[src/rtl/d16_wb_arbiter.sv]
// d16_wb_arbiter: two-master / one-slave Wishbone arbiter for the d16 bus.
// Round-robin grant at transfer boundaries, combinational forwarding to the
// owner, and a wait-state watchdog that aborts unacknowledged transfers.
module d16_wb_arbiter #(
  parameter int unsigned TIMEOUT = 15
) (
  input  logic        i_clk,
  input  logic        i_reset,
  // master 0 (d16 core)
  input  logic        i_m0_cyc,
  input  logic        i_m0_we,
  input  logic [15:0] i_m0_addr,
  input  logic [15:0] i_m0_dat,
  output logic [15:0] o_m0_dat,
  output logic        o_m0_ack,
  output logic        o_m0_err,
  // master 1 (DMA / debug loader)
  input  logic        i_m1_cyc,
  input  logic        i_m1_we,
  input  logic [15:0] i_m1_addr,
  input  logic [15:0] i_m1_dat,
  output logic [15:0] o_m1_dat,
  output logic        o_m1_ack,
  output logic        o_m1_err,
  // slave
  output logic        o_s_cyc,
  output logic        o_s_we,
  output logic [15:0] o_s_addr,
  output logic [15:0] o_s_dat,
  input  logic [15:0] i_s_dat,
  input  logic        i_s_ack,
  // current owner, one-hot
  output logic [1:0]  o_grant
);

  // State encoding doubles as the one-hot grant vector.
  typedef enum logic [1:0] {
    IDLE = 2'b00,
    BUS0 = 2'b01,
    BUS1 = 2'b10
  } state_t;

  localparam logic [7:0] WCNT_LAST = 8'(TIMEOUT - 1);

  state_t     state, state_nxt;
  logic       last, last_nxt;
  logic [7:0] wcnt, wcnt_nxt;
  logic       own_cyc;
  logic       tmo;

  // Owner still requesting, and watchdog expiry (an ack in the same cycle wins).
  assign own_cyc = ((state == BUS0) & i_m0_cyc) | ((state == BUS1) & i_m1_cyc);
  assign tmo     = own_cyc & ~i_s_ack & (wcnt == WCNT_LAST);

  assign o_grant = state;

  // State, last-owner and wait-counter registers.
  always_ff @(posedge i_clk or posedge i_reset) begin
    if (i_reset) begin
      state <= IDLE;
      last  <= 1'b1;
      wcnt  <= '0;
    end else begin
      state <= state_nxt;
      last  <= last_nxt;
      wcnt  <= wcnt_nxt;
    end
  end

  // Arbitration and transfer-boundary transitions.
  always_comb begin
    state_nxt = state;
    last_nxt  = last;
    wcnt_nxt  = wcnt;
    unique case (state)
      IDLE: begin
        wcnt_nxt = '0;
        if (i_m0_cyc && (!i_m1_cyc || last)) begin
          state_nxt = BUS0;
          last_nxt  = 1'b0;
        end else if (i_m1_cyc) begin
          state_nxt = BUS1;
          last_nxt  = 1'b1;
        end
      end
      BUS0: begin
        if (!i_m0_cyc) begin
          wcnt_nxt = '0;
          if (i_m1_cyc) begin
            state_nxt = BUS1;
            last_nxt  = 1'b1;
          end else begin
            state_nxt = IDLE;
          end
        end else if (i_s_ack) begin
          wcnt_nxt = '0;
          if (i_m1_cyc) begin
            state_nxt = BUS1;
            last_nxt  = 1'b1;
          end
        end else if (wcnt == WCNT_LAST) begin
          wcnt_nxt  = '0;
          state_nxt = IDLE;
        end else begin
          wcnt_nxt = wcnt + 8'd1;
        end
      end
      BUS1: begin
        if (!i_m1_cyc) begin
          wcnt_nxt = '0;
          if (i_m0_cyc) begin
            state_nxt = BUS0;
            last_nxt  = 1'b0;
          end else begin
            state_nxt = IDLE;
          end
        end else if (i_s_ack) begin
          wcnt_nxt = '0;
          if (i_m0_cyc) begin
            state_nxt = BUS0;
            last_nxt  = 1'b0;
          end
        end else if (wcnt == WCNT_LAST) begin
          wcnt_nxt  = '0;
          state_nxt = IDLE;
        end else begin
          wcnt_nxt = wcnt + 8'd1;
        end
      end
      default: begin
        state_nxt = IDLE;
        wcnt_nxt  = '0;
      end
    endcase
  end

  // Forward the owner's request to the slave and the slave's response back.
  always_comb begin
    o_s_cyc  = 1'b0;
    o_s_we   = 1'b0;
    o_s_addr = '0;
    o_s_dat  = '0;
    o_m0_dat = '0;
    o_m0_ack = 1'b0;
    o_m0_err = 1'b0;
    o_m1_dat = '0;
    o_m1_ack = 1'b0;
    o_m1_err = 1'b0;
    unique case (state)
      BUS0: begin
        o_s_cyc  = i_m0_cyc & ~tmo;
        o_s_we   = i_m0_we;
        o_s_addr = i_m0_addr;
        o_s_dat  = i_m0_dat;
        o_m0_dat = i_s_dat;
        o_m0_ack = i_s_ack & i_m0_cyc;
        o_m0_err = tmo;
      end
      BUS1: begin
        o_s_cyc  = i_m1_cyc & ~tmo;
        o_s_we   = i_m1_we;
        o_s_addr = i_m1_addr;
        o_s_dat  = i_m1_dat;
        o_m1_dat = i_s_dat;
        o_m1_ack = i_s_ack & i_m1_cyc;
        o_m1_err = tmo;
      end
      default: ;
    endcase
  end

endmodule

[config.mk]
export PLATFORM = sky130hd
export DESIGN_NAME = d16_wb_arbiter
export DESIGN_NICKNAME = d
export VERILOG_FILES = /design/src/rtl/d16_wb_arbiter.sv
export SDC_FILE = /design/constraint.sdc
export NUM_CORES = 1
export LEC_CHECK = 0
export CORE_AREA = 2 2 61 63
export DETAILED_ROUTE_END_ITERATION = 7
export DIE_AREA = 0 0 63 65
export DONT_BUFFER_PORTS = 1
export HOLD_SLACK_MARGIN = 0.06
export PLACE_DENSITY_LB_ADDON = 0.3
export SETUP_SLACK_MARGIN = 0.4
export SLEW_MARGIN = 40
export SYNTH_ARGS = -nofsm -noshare
export SYNTH_HDL_FRONTEND = slang
export SYNTH_SLANG_ARGS = --single-unit
[constraint.sdc]
create_clock -name i_clk -period 4.54 [get_ports i_clk]
set_clock_uncertainty 0.2 [all_clocks]
set_input_delay 0.454 -clock i_clk [delete_from_list [all_inputs] [get_ports i_clk]]
set_output_delay 0.454 -clock i_clk [all_outputs]
set_load 0.02 [all_outputs]
==> summary.json, run 1 <==
{
  "outcome": {
    "outcome": "completed"
  },
  "sta": {
    "post-route-min-period_ns": 3.17,
    "report.final.hold_viol_count": 0,
    "setup_repair_after_global_routing_missed_its_margin": "false",
    "final.period_utilization_pct": 69.7,
    "slew-limit-headroom_pct": 54.8,
    "fmax_mhz": 316,
    "report.final.slew_viol_count": 0,
    "holdWs_ns": 0.136,
    "setup_total_negative_slack_ns": 0,
    "finalWorstSetupSlack_ns": 1.37,
    "worst_pin_slew_ns": 0.679,
    "finalSetupViolCount": 0
  },
  "routing": {
    "postRouteWirelength_mm": 4.49,
    "post-route-drc-count": 0,
    "avgViaCountPerCell": 6.18,
    "drt_iter0_drc": 77,
    "wire_per_inst_um": 18.7,
    "route.antenna.remaining_nets": 0,
    "detailedRoute.firstPassIterationCount": 4,
    "vias": 1482
  },
  "cts": {
    "worst_skew_pair.late_latency_ns": 0.27,
    "tritoncts": "built",
    "ctsLongestPathBuffers": 2,
    "tritoncts_num_sinks": 11,
    "h-tree-depth": 1,
    "clkTransAtPathRegs_ns": 0.08,
    "cts.root.buffer_cell": "sky130_fd_sc_hd__clkbuf_4",
    "cts_inserted_buffers": 3,
    "post_cts.resized_instances": 0
  },
  "power": {
    "power.net_switching_uw": 447,
    "internal_power_uw": 352,
    "share_clk_of_total_power_pct": 8.4,
    "total_leakage_power_uw": 0.000567,
    "share_seq_of_total_power_pct": 17.0,
    "power_density_nw_per_um2": 507,
    "combPwrFrac_pct": 74.7,
    "sw_frac_of_total_pct": 55.9,
    "peakVddDrop_mv": 0.362
  },
  "cells_and_area": {
    "mostFrequentLayoutCell": "sky130_fd_sc_hd__nor2b_1",
    "antenna_diode_instance_count": 0,
    "synthToLayoutAreaGrowth_pct": 0.961,
    "drive_gt1_share_pct": 8.33,
    "fin_area_um2": 1580,
    "final_net_count": 286,
    "final_cell_mix": "sky130_fd_sc_hd__nor2b_1, sky130_fd_sc_hd__and2_1, sky130_fd_sc_hd__a22oi_1, sky130_fd_sc_hd__nor2_1, sky130_fd_sc_hd__dfrtp_1"
  },
  "run": {
    "cap_violations": 0
  },
  "critical_path": {
    "required_ns": 3.89,
    "critical_path_class": "reg -> out",
    "timing.critical_path.arrival_ns": 2.51,
    "crit_fanout": 39,
    "r2r_setup_slack_ns": 1.65,
    "timing.critical_path.from_type": "flip-flop",
    "capturing_point_of_the_worst_reg2reg_path": "o_grant[1]",
    "ff2ff_path_depth": 7,
    "endpoint_kind": "primary output",
    "worstReg2RegStart": "o_grant[1]"
  },
  "logic_synthesis": {
    "synth_async_reset_ratio_pct": 100,
    "postSynthCellCount": 204,
    "syn_avg_cell_area_um2": 7.66,
    "syn-cell-area_um2": 1560,
    "ys.flop_type": "sky130_fd_sc_hd__dfrtp_1",
    "mappedNetlistNets": 297,
    "number_of_synthesized_flops_with_an_enable_pin": 0,
    "yosys.cell_types.count": 40,
    "yosysSeqAreaShare_pct": 17.7,
    "synth-seq-cells": 11,
    "yosysWarningCount": 0
  },
  "placement": {
    "hpwl_mm": 3.53,
    "preCtsSetupSlack_ns": 1.61,
    "numPortBuffers": 0,
    "gp_routability_congestion": 0.866,
    "place_area_um2": 1540
  },
  "global_routing": {
    "number_of_antenna_violations_at_the_first_check_in_global_routing": 0,
    "grt_util_all_layers_pct": 19.5,
    "grt_start_max_net_pins": 61,
    "grt_overflow_total": 0,
    "global_route_wire_length_before_repair_mm": 6.31,
    "first_global_vias": 1166
  },
  "floorplanning": {
    "die_w_um": 63,
    "floorplan.core_area_um2": 3500,
    "floorplan.die_area_um2": 4100,
    "io_pins": 159,
    "dieHeight_um": 65,
    "std_cell_rows": 22,
    "start_util_pct": 44.7
  },
  "hold_path": {
    "hold_path_startpoint": "i_m1_cyc",
    "hold_path_class": "in -> reg",
    "min_delay_path_depth": 2,
    "hold_end": "last"
  }
}
-- timing repair --
item | in CTS | in global routing
endpoints found under the hold margin | 10 | 0
hold buffers | 1 | 0
buffers inserted | 0 | 0
-- synthesized netlist by cell type, types with 3 or more instances --
| master | n | share of area [%] |
|---|---|---|
| sky130_fd_sc_hd__a21oi_1 | 9 | 2.9 |
| sky130_fd_sc_hd__a22oi_1 | 33 | 16 |
| sky130_fd_sc_hd__and2_1 | 33 | 13 |
| sky130_fd_sc_hd__and3_2 | 4 | 1.9 |
| sky130_fd_sc_hd__buf_2 | 3 | 0.96 |
| sky130_fd_sc_hd__buf_6 | 3 | 2.2 |
| sky130_fd_sc_hd__clkbuf_1 | 11 | 2.6 |
| sky130_fd_sc_hd__dfrtp_1 | 10 | 16 |
| sky130_fd_sc_hd__ha_1 | 6 | 4.8 |
| sky130_fd_sc_hd__inv_1 | 6 | 1.4 |
| sky130_fd_sc_hd__nand2_1 | 5 | 1.2 |
| sky130_fd_sc_hd__nand4_1 | 3 | 1.2 |
| sky130_fd_sc_hd__nor2_1 | 10 | 2.4 |
| sky130_fd_sc_hd__nor2b_1 | 34 | 14 |
| sky130_fd_sc_hd__xor2_1 | 4 | 2.2 |
-- kinds of logic (layout without fill, tap and decap cells) --
group	after synthesis	after routing	synth area share [%]
xor gates and xnor gates	6	6	3.36
DFF	11	11	17.7
AOI/OAI and AO/OA	55	55	25.7
and+or+nand+nor	100	100	39.1
buffers and inverters	24	12	8.09
muxes	2	2	1.28
adders and majority gates	6	6	4.80
-- power groups by stage --
stage / clock network [uW] / logic (uW) / registers [uW]
6_report: 66.8 / 597 / 136
5_1_grt: 73.9 / 647 / 138
4_1_cts: 68.7 / 603 / 136
3_5_place_dp: 0 / 601 / 138
3_3_place_gp: 0 / 589 / 137
2_1_floorplan: 0 / 540 / 133
-- stage by stage --
step | util (%) | std cells | total power [uW]
2_1_floorplan | - | 204 | 673
3_3_place_gp | 43.7 | 235 | 725
3_5_place_dp | 44.1 | 235 | 738
4_1_cts | 45.1 | 240 | 807
5_1_grt | 45.1 | 240 | 859
6_report | 45.1 | 240 | 799
-- sequential cells by signal, indices dropped and copies added (netlist names) --
register / count
o_grant: 2
wcnt: 8
last: 1
-- critical path, cell delays in order, from the launching register on --
cell and delay, ns:
sky130_fd_sc_hd__dfrtp_1 0.52, sky130_fd_sc_hd__inv_1 0.16, sky130_fd_sc_hd__ha_1 0.60, sky130_fd_sc_hd__buf_4 0.43
sky130_fd_sc_hd__a22oi_1 0.12, sky130_fd_sc_hd__nor2b_1 0.42
-- cell type report --
class                   count  area (um2)
inverters                   6        22.5
fillers                   346        1920
multi-input cells         169        1170
flip-flops and latches     11         277
repair buffers              2        17.5
clock buffers               4        26.3
well taps                  48        60.1
-- layer usage --
metal	track usage, %	vias to the layer above	wire [um]	part of all wire, %
met2	30.1	83	2200	49
met1	28.5	701	1920	43
met3	4.17	2	352	7.8
met4	2.50	0	17	0.38
met5	0	-	0	0
li1	-	696	-	-
-- worst max path at each step --
| stage | cells after the start | startpoint | endpoint |
|---|---|---|---|
| after floorplan | 6 | o_grant[0] | o_s_cyc |
| final | 5 | o_grant[1] | o_s_addr[0] |
| after CTS | 5 | o_grant[1] | o_s_addr[15] |
| after global placement | 6 | o_grant[0] | o_s_cyc |
| after global routing | 5 | o_grant[1] | o_s_addr[15] |
| after detailed placement | 7 | o_grant[1] | o_grant[1] |
Power figures use the tool's default switching activity.
==> run 2, diff against run 1 <==
clock period = 2.8 ns   (was 4.54 ns; I/O delays follow)
==> run 2 against run 1 <==
Compared with the run above:
- sequential share of layout area decreased by 2.9 points
- non-clock buffer count increased by 39
- global-route usage increased by 0.93 points
- utilization increased by 9.4 points
- clock-buffer cell count unchanged
- final cell count increased by 16%
- worst hold slack got worse by 0.032 ns
- first-iteration DRC count decreased by 42%
- critical path depth unchanged
- design area increased by 21%
- power increased by 90%
- largest power group unchanged
- highest routed layer unchanged
==> summary.json, run 2 (same netlist as run 1, synthesis figures left out) <==
{
  "routing": {
    "postRouteWirelength": {"value": 4.64, "unit": "mm", "change": "+3.4%"},
    "detailedRoute.firstPassIterationCount": {"value": 4, "change": "unchanged"},
    "route.antenna.remaining_nets": {"value": 0, "change": "unchanged"},
    "wire_per_inst": {"value": 16.6, "unit": "um", "change": "-11%"},
    "avgViaCountPerCell": {"value": 5.80, "change": "-6.1%"},
    "vias": {"value": 1617, "change": "+9.1%"},
    "post-route-drc-count": {"value": 0, "change": "unchanged"},
    "drt_iter0_drc": {"value": 45, "change": "-42%"}
  },
  "placement": {
    "preCtsSetupSlack": {"value": 0.527, "unit": "ns", "change": "-1.08 ns"},
    "numPortBuffers": {"value": 0, "change": "unchanged"},
    "gp_routability_congestion": {"value": 0.800, "change": "-7.7%"},
    "hpwl": {"value": 3.70, "unit": "mm", "change": "+4.9%"}
  },
  "cts": {
    "clkTransAtPathRegs": {"value": 0.06, "unit": "ns", "change": "-0.02 ns"},
    "cts_inserted_buffers": {"value": 3, "change": "unchanged"},
    "tritoncts_num_sinks": {"value": 11, "change": "unchanged"},
    "tritoncts": "built",
    "worst_skew_pair.late_latency": {"value": 0.27, "unit": "ns", "change": "about the same"},
    "post-cts-setup-buffers": {"value": 0, "change": "unchanged"},
    "h-tree-depth": {"value": 1, "change": "unchanged"},
    "ctsLongestPathBuffers": {"value": 2, "change": "unchanged"},
    "cts.root.buffer_cell": "sky130_fd_sc_hd__clkbuf_4"
  },
  "sta": {
    "final.period_utilization_pct": 83.7,
    "finalSetupViolCount": {"value": 0, "change": "unchanged"},
    "finalWorstSetupSlack": {"value": 0.456, "unit": "ns", "change": "-0.918 ns"},
    "worst_pin_slew": {"value": 0.411, "unit": "ns", "change": "-0.268 ns"},
    "setup_repair_after_global_routing_missed_its_margin": "true",
    "slew-limit-headroom": {"value": 72.5, "unit": "%", "change": "+18 points"},
    "setup_total_negative_slack": {"value": 0, "unit": "ns", "change": "unchanged"},
    "report.final.slew_viol_count": {"value": 0, "change": "unchanged"},
    "fmax_mhz": 427,
    "report.final.hold_viol_count": {"value": 0, "change": "unchanged"},
    "post-route-min-period_ns": 2.34
  },
  "hold_path": {
    "hold_path_startpoint": "i_m0_cyc",
    "hold_path_class": "in -> reg",
    "min_delay_path_depth": {"value": 3, "change": "+1"},
    "hold_end": "last"
  },
  "global_routing": {
    "global_route_wire_length_before_repair": {"value": 6.73, "unit": "mm", "change": "+6.6%"},
    "grt_start_max_net_pins": {"value": 57, "change": "-6.6%"},
    "grt_overflow_total": {"value": 0, "change": "unchanged"},
    "first_global_vias": {"value": 1294, "change": "+11%"},
    "number_of_antenna_violations_at_the_first_check_in_global_routing": {"value": 0, "change": "unchanged"},
    "grt_util_all_layers": {"value": 20.4, "unit": "%", "change": "+0.93 points"}
  },
  "cells_and_area": {
    "drive_gt1_share": {"value": 24.7, "unit": "%", "change": "+16 points"},
    "fillers": {"value": 326, "change": "-5.8%"},
    "final_net_count": {"value": 325, "change": "+14%"},
    "synthToLayoutAreaGrowth_pct": 21.9,
    "final_cell_mix": "sky130_fd_sc_hd__buf_4, sky130_fd_sc_hd__nor2b_1, sky130_fd_sc_hd__and2_1, sky130_fd_sc_hd__a22oi_1, sky130_fd_sc_hd__nor2_1",
    "mostFrequentLayoutCell": "sky130_fd_sc_hd__buf_4",
    "antenna_diode_instance_count": {"value": 0, "change": "unchanged"},
    "largest-register": "wcnt",
    "largest_register_ff_count": {"value": 8, "change": "unchanged"}
  },
  "critical_path": {
    "timing.critical_path.arrival": {"value": 1.86, "unit": "ns", "change": "-0.65 ns"},
    "endpoint_kind": "primary output",
    "r2r_setup_slack": {"value": 0.71, "unit": "ns", "change": "-0.94 ns"},
    "crit_fanout": {"value": 11, "change": "-72%"},
    "worstReg2RegStart": "o_grant[0]",
    "crit_cells": {"value": 5, "change": "unchanged"},
    "timing.critical_path.cells": "inv_1, ha_2, a22o_1, and2_1, and3_2",
    "timing.critical_path.slowest_stage_cell": "sky130_fd_sc_hd__dfrtp_2",
    "capturing_point_of_the_worst_reg2reg_path": "o_grant[1]",
    "ff2ff_path_depth": {"value": 7, "change": "unchanged"},
    "cpLargestDelayFamily": "flip-flops",
    "critPathMaxStageDelay": {"value": 0.48, "unit": "ns", "change": "-0.12 ns"},
    "required": {"value": 2.32, "unit": "ns", "change": "-1.57 ns"},
    "worstPathBufferInverterCount": {"value": 1, "change": "-1"},
    "timing.critical_path.from_type": "flip-flop",
    "critical_path_class": "reg -> out"
  },
  "floorplanning": {
    "die_w": {"value": 63, "unit": "um", "change": "unchanged"},
    "floorplan.core_area": {"value": 3500, "unit": "um2", "change": "unchanged"},
    "dieHeight": {"value": 65, "unit": "um", "change": "unchanged"},
    "start_util": {"value": 44.7, "unit": "%", "change": "unchanged"},
    "floorplan.die_area": {"value": 4100, "unit": "um2", "change": "unchanged"},
    "io_pins": {"value": 159, "change": "unchanged"},
    "std_cell_rows": {"value": 22, "change": "unchanged"}
  },
  "power": {
    "combPwrFrac": {"value": 78.4, "unit": "%", "change": "+3.7 points"},
    "share_clk_of_total_power": {"value": 7.1, "unit": "%", "change": "-1.3 points"},
    "peakVddDrop": {"value": 0.567, "unit": "mV", "change": "+57%"},
    "share_seq_of_total_power": {"value": 14.5, "unit": "%", "change": "-2.5 points"},
    "sw_frac_of_total": {"value": 50.7, "unit": "%", "change": "-5.3 points"},
    "internal_power": {"value": 751, "unit": "uW", "change": "+110%"},
    "total_leakage_power": {"value": 0.000780, "unit": "uW", "change": "+38%"},
    "power.net_switching": {"value": 771, "unit": "uW", "change": "+72%"},
    "power_density": {"value": 799, "unit": "nW/um2", "change": "+58%"}
  },
  "outcome": {
    "outcome": "completed"
  },
  "run": {
    "cap_violations": {"value": 0, "change": "unchanged"}
  }
}
## run 2: per-layer routing
layer / up-vias / wire [um] / global-route usage (%)
met2: 70 / 2340 / 32.7
met5: - / 0 / 0
met1: 768 / 1920 / 27.1
met4: 0 / 37 / 5.28
li1: 775 / - / -
met3: 4 / 337 / 5.56
## run 2: worst register-to-register path, cell delays in order, from the launching register on
cell and delay [ns]:
sky130_fd_sc_hd__dfrtp_2 0.49, sky130_fd_sc_hd__inv_1 0.12, sky130_fd_sc_hd__ha_2 0.26, sky130_fd_sc_hd__buf_12 0.24, sky130_fd_sc_hd__a21oi_1 0.10, sky130_fd_sc_hd__nor3b_1 0.26, sky130_fd_sc_hd__and3b_1 0.21, sky130_fd_sc_hd__a21oi_1 0.13
## run 2: cell type report
cell class                      count  area (um2)  area share, %
Timing Repair Buffer               41         349           18.3
Sequential cell                    11         279           14.6
Tap cell                           48        60.1           3.15
Inverter                            6        22.5           1.18
Multi-Input combinational cell    169        1170           61.3
Clock buffer                        4        26.3           1.38
## run 2: worst max path at each step
| stage | start | to | slack (ns) |
|---|---|---|---|
| after floorplan | o_grant[0] | o_s_cyc | 0.55 |
| after global placement | o_grant[1] | o_s_cyc | 0.57 |
| after detailed placement | o_grant[1] | o_s_cyc | 0.53 |
| after CTS | o_grant[0] | o_s_addr[8] | 0.44 |
| after global routing | o_grant[1] | o_m1_err | 0.36 |
| final | o_grant[1] | o_m0_err | 0.46 |
## run 2: timing repair
| item | CTS | global route |
|---|---|---|
| cloned | 0 | 0 |
| hold endpoints to repair | 12 | 0 |
| hold buffers | 2 | 0 |
| endpoints found under the setup margin | 36 | 27 |
| gates resized for setup | 6 | 4 |
## run 2: power by group through the flow
stage	combinational [uW]	clock, uW	sequential [uW]
after floorplan	875	0	215
after global placement	1140	0	220
after detailed placement	1140	0	221
after CTS	1170	115	220
after global routing	1280	121	224
final	1190	109	220
## run 2: through the flow
step / hold WS (ns) / power [uW] / util (%) / instance area, um2 / instances
after CTS: 0.0957 / 1500 / 54.0 / 1890 / 279
after floorplan: -0.0683 / 1090 / - / 1560 / 204
final: 0.103 / 1520 / 54.5 / 1910 / 279
after global placement: -0.00667 / 1360 / 52.3 / 1830 / 273
after detailed placement: -0.00602 / 1370 / 52.3 / 1830 / 273
after global routing: 0.137 / 1630 / 54.5 / 1910 / 279
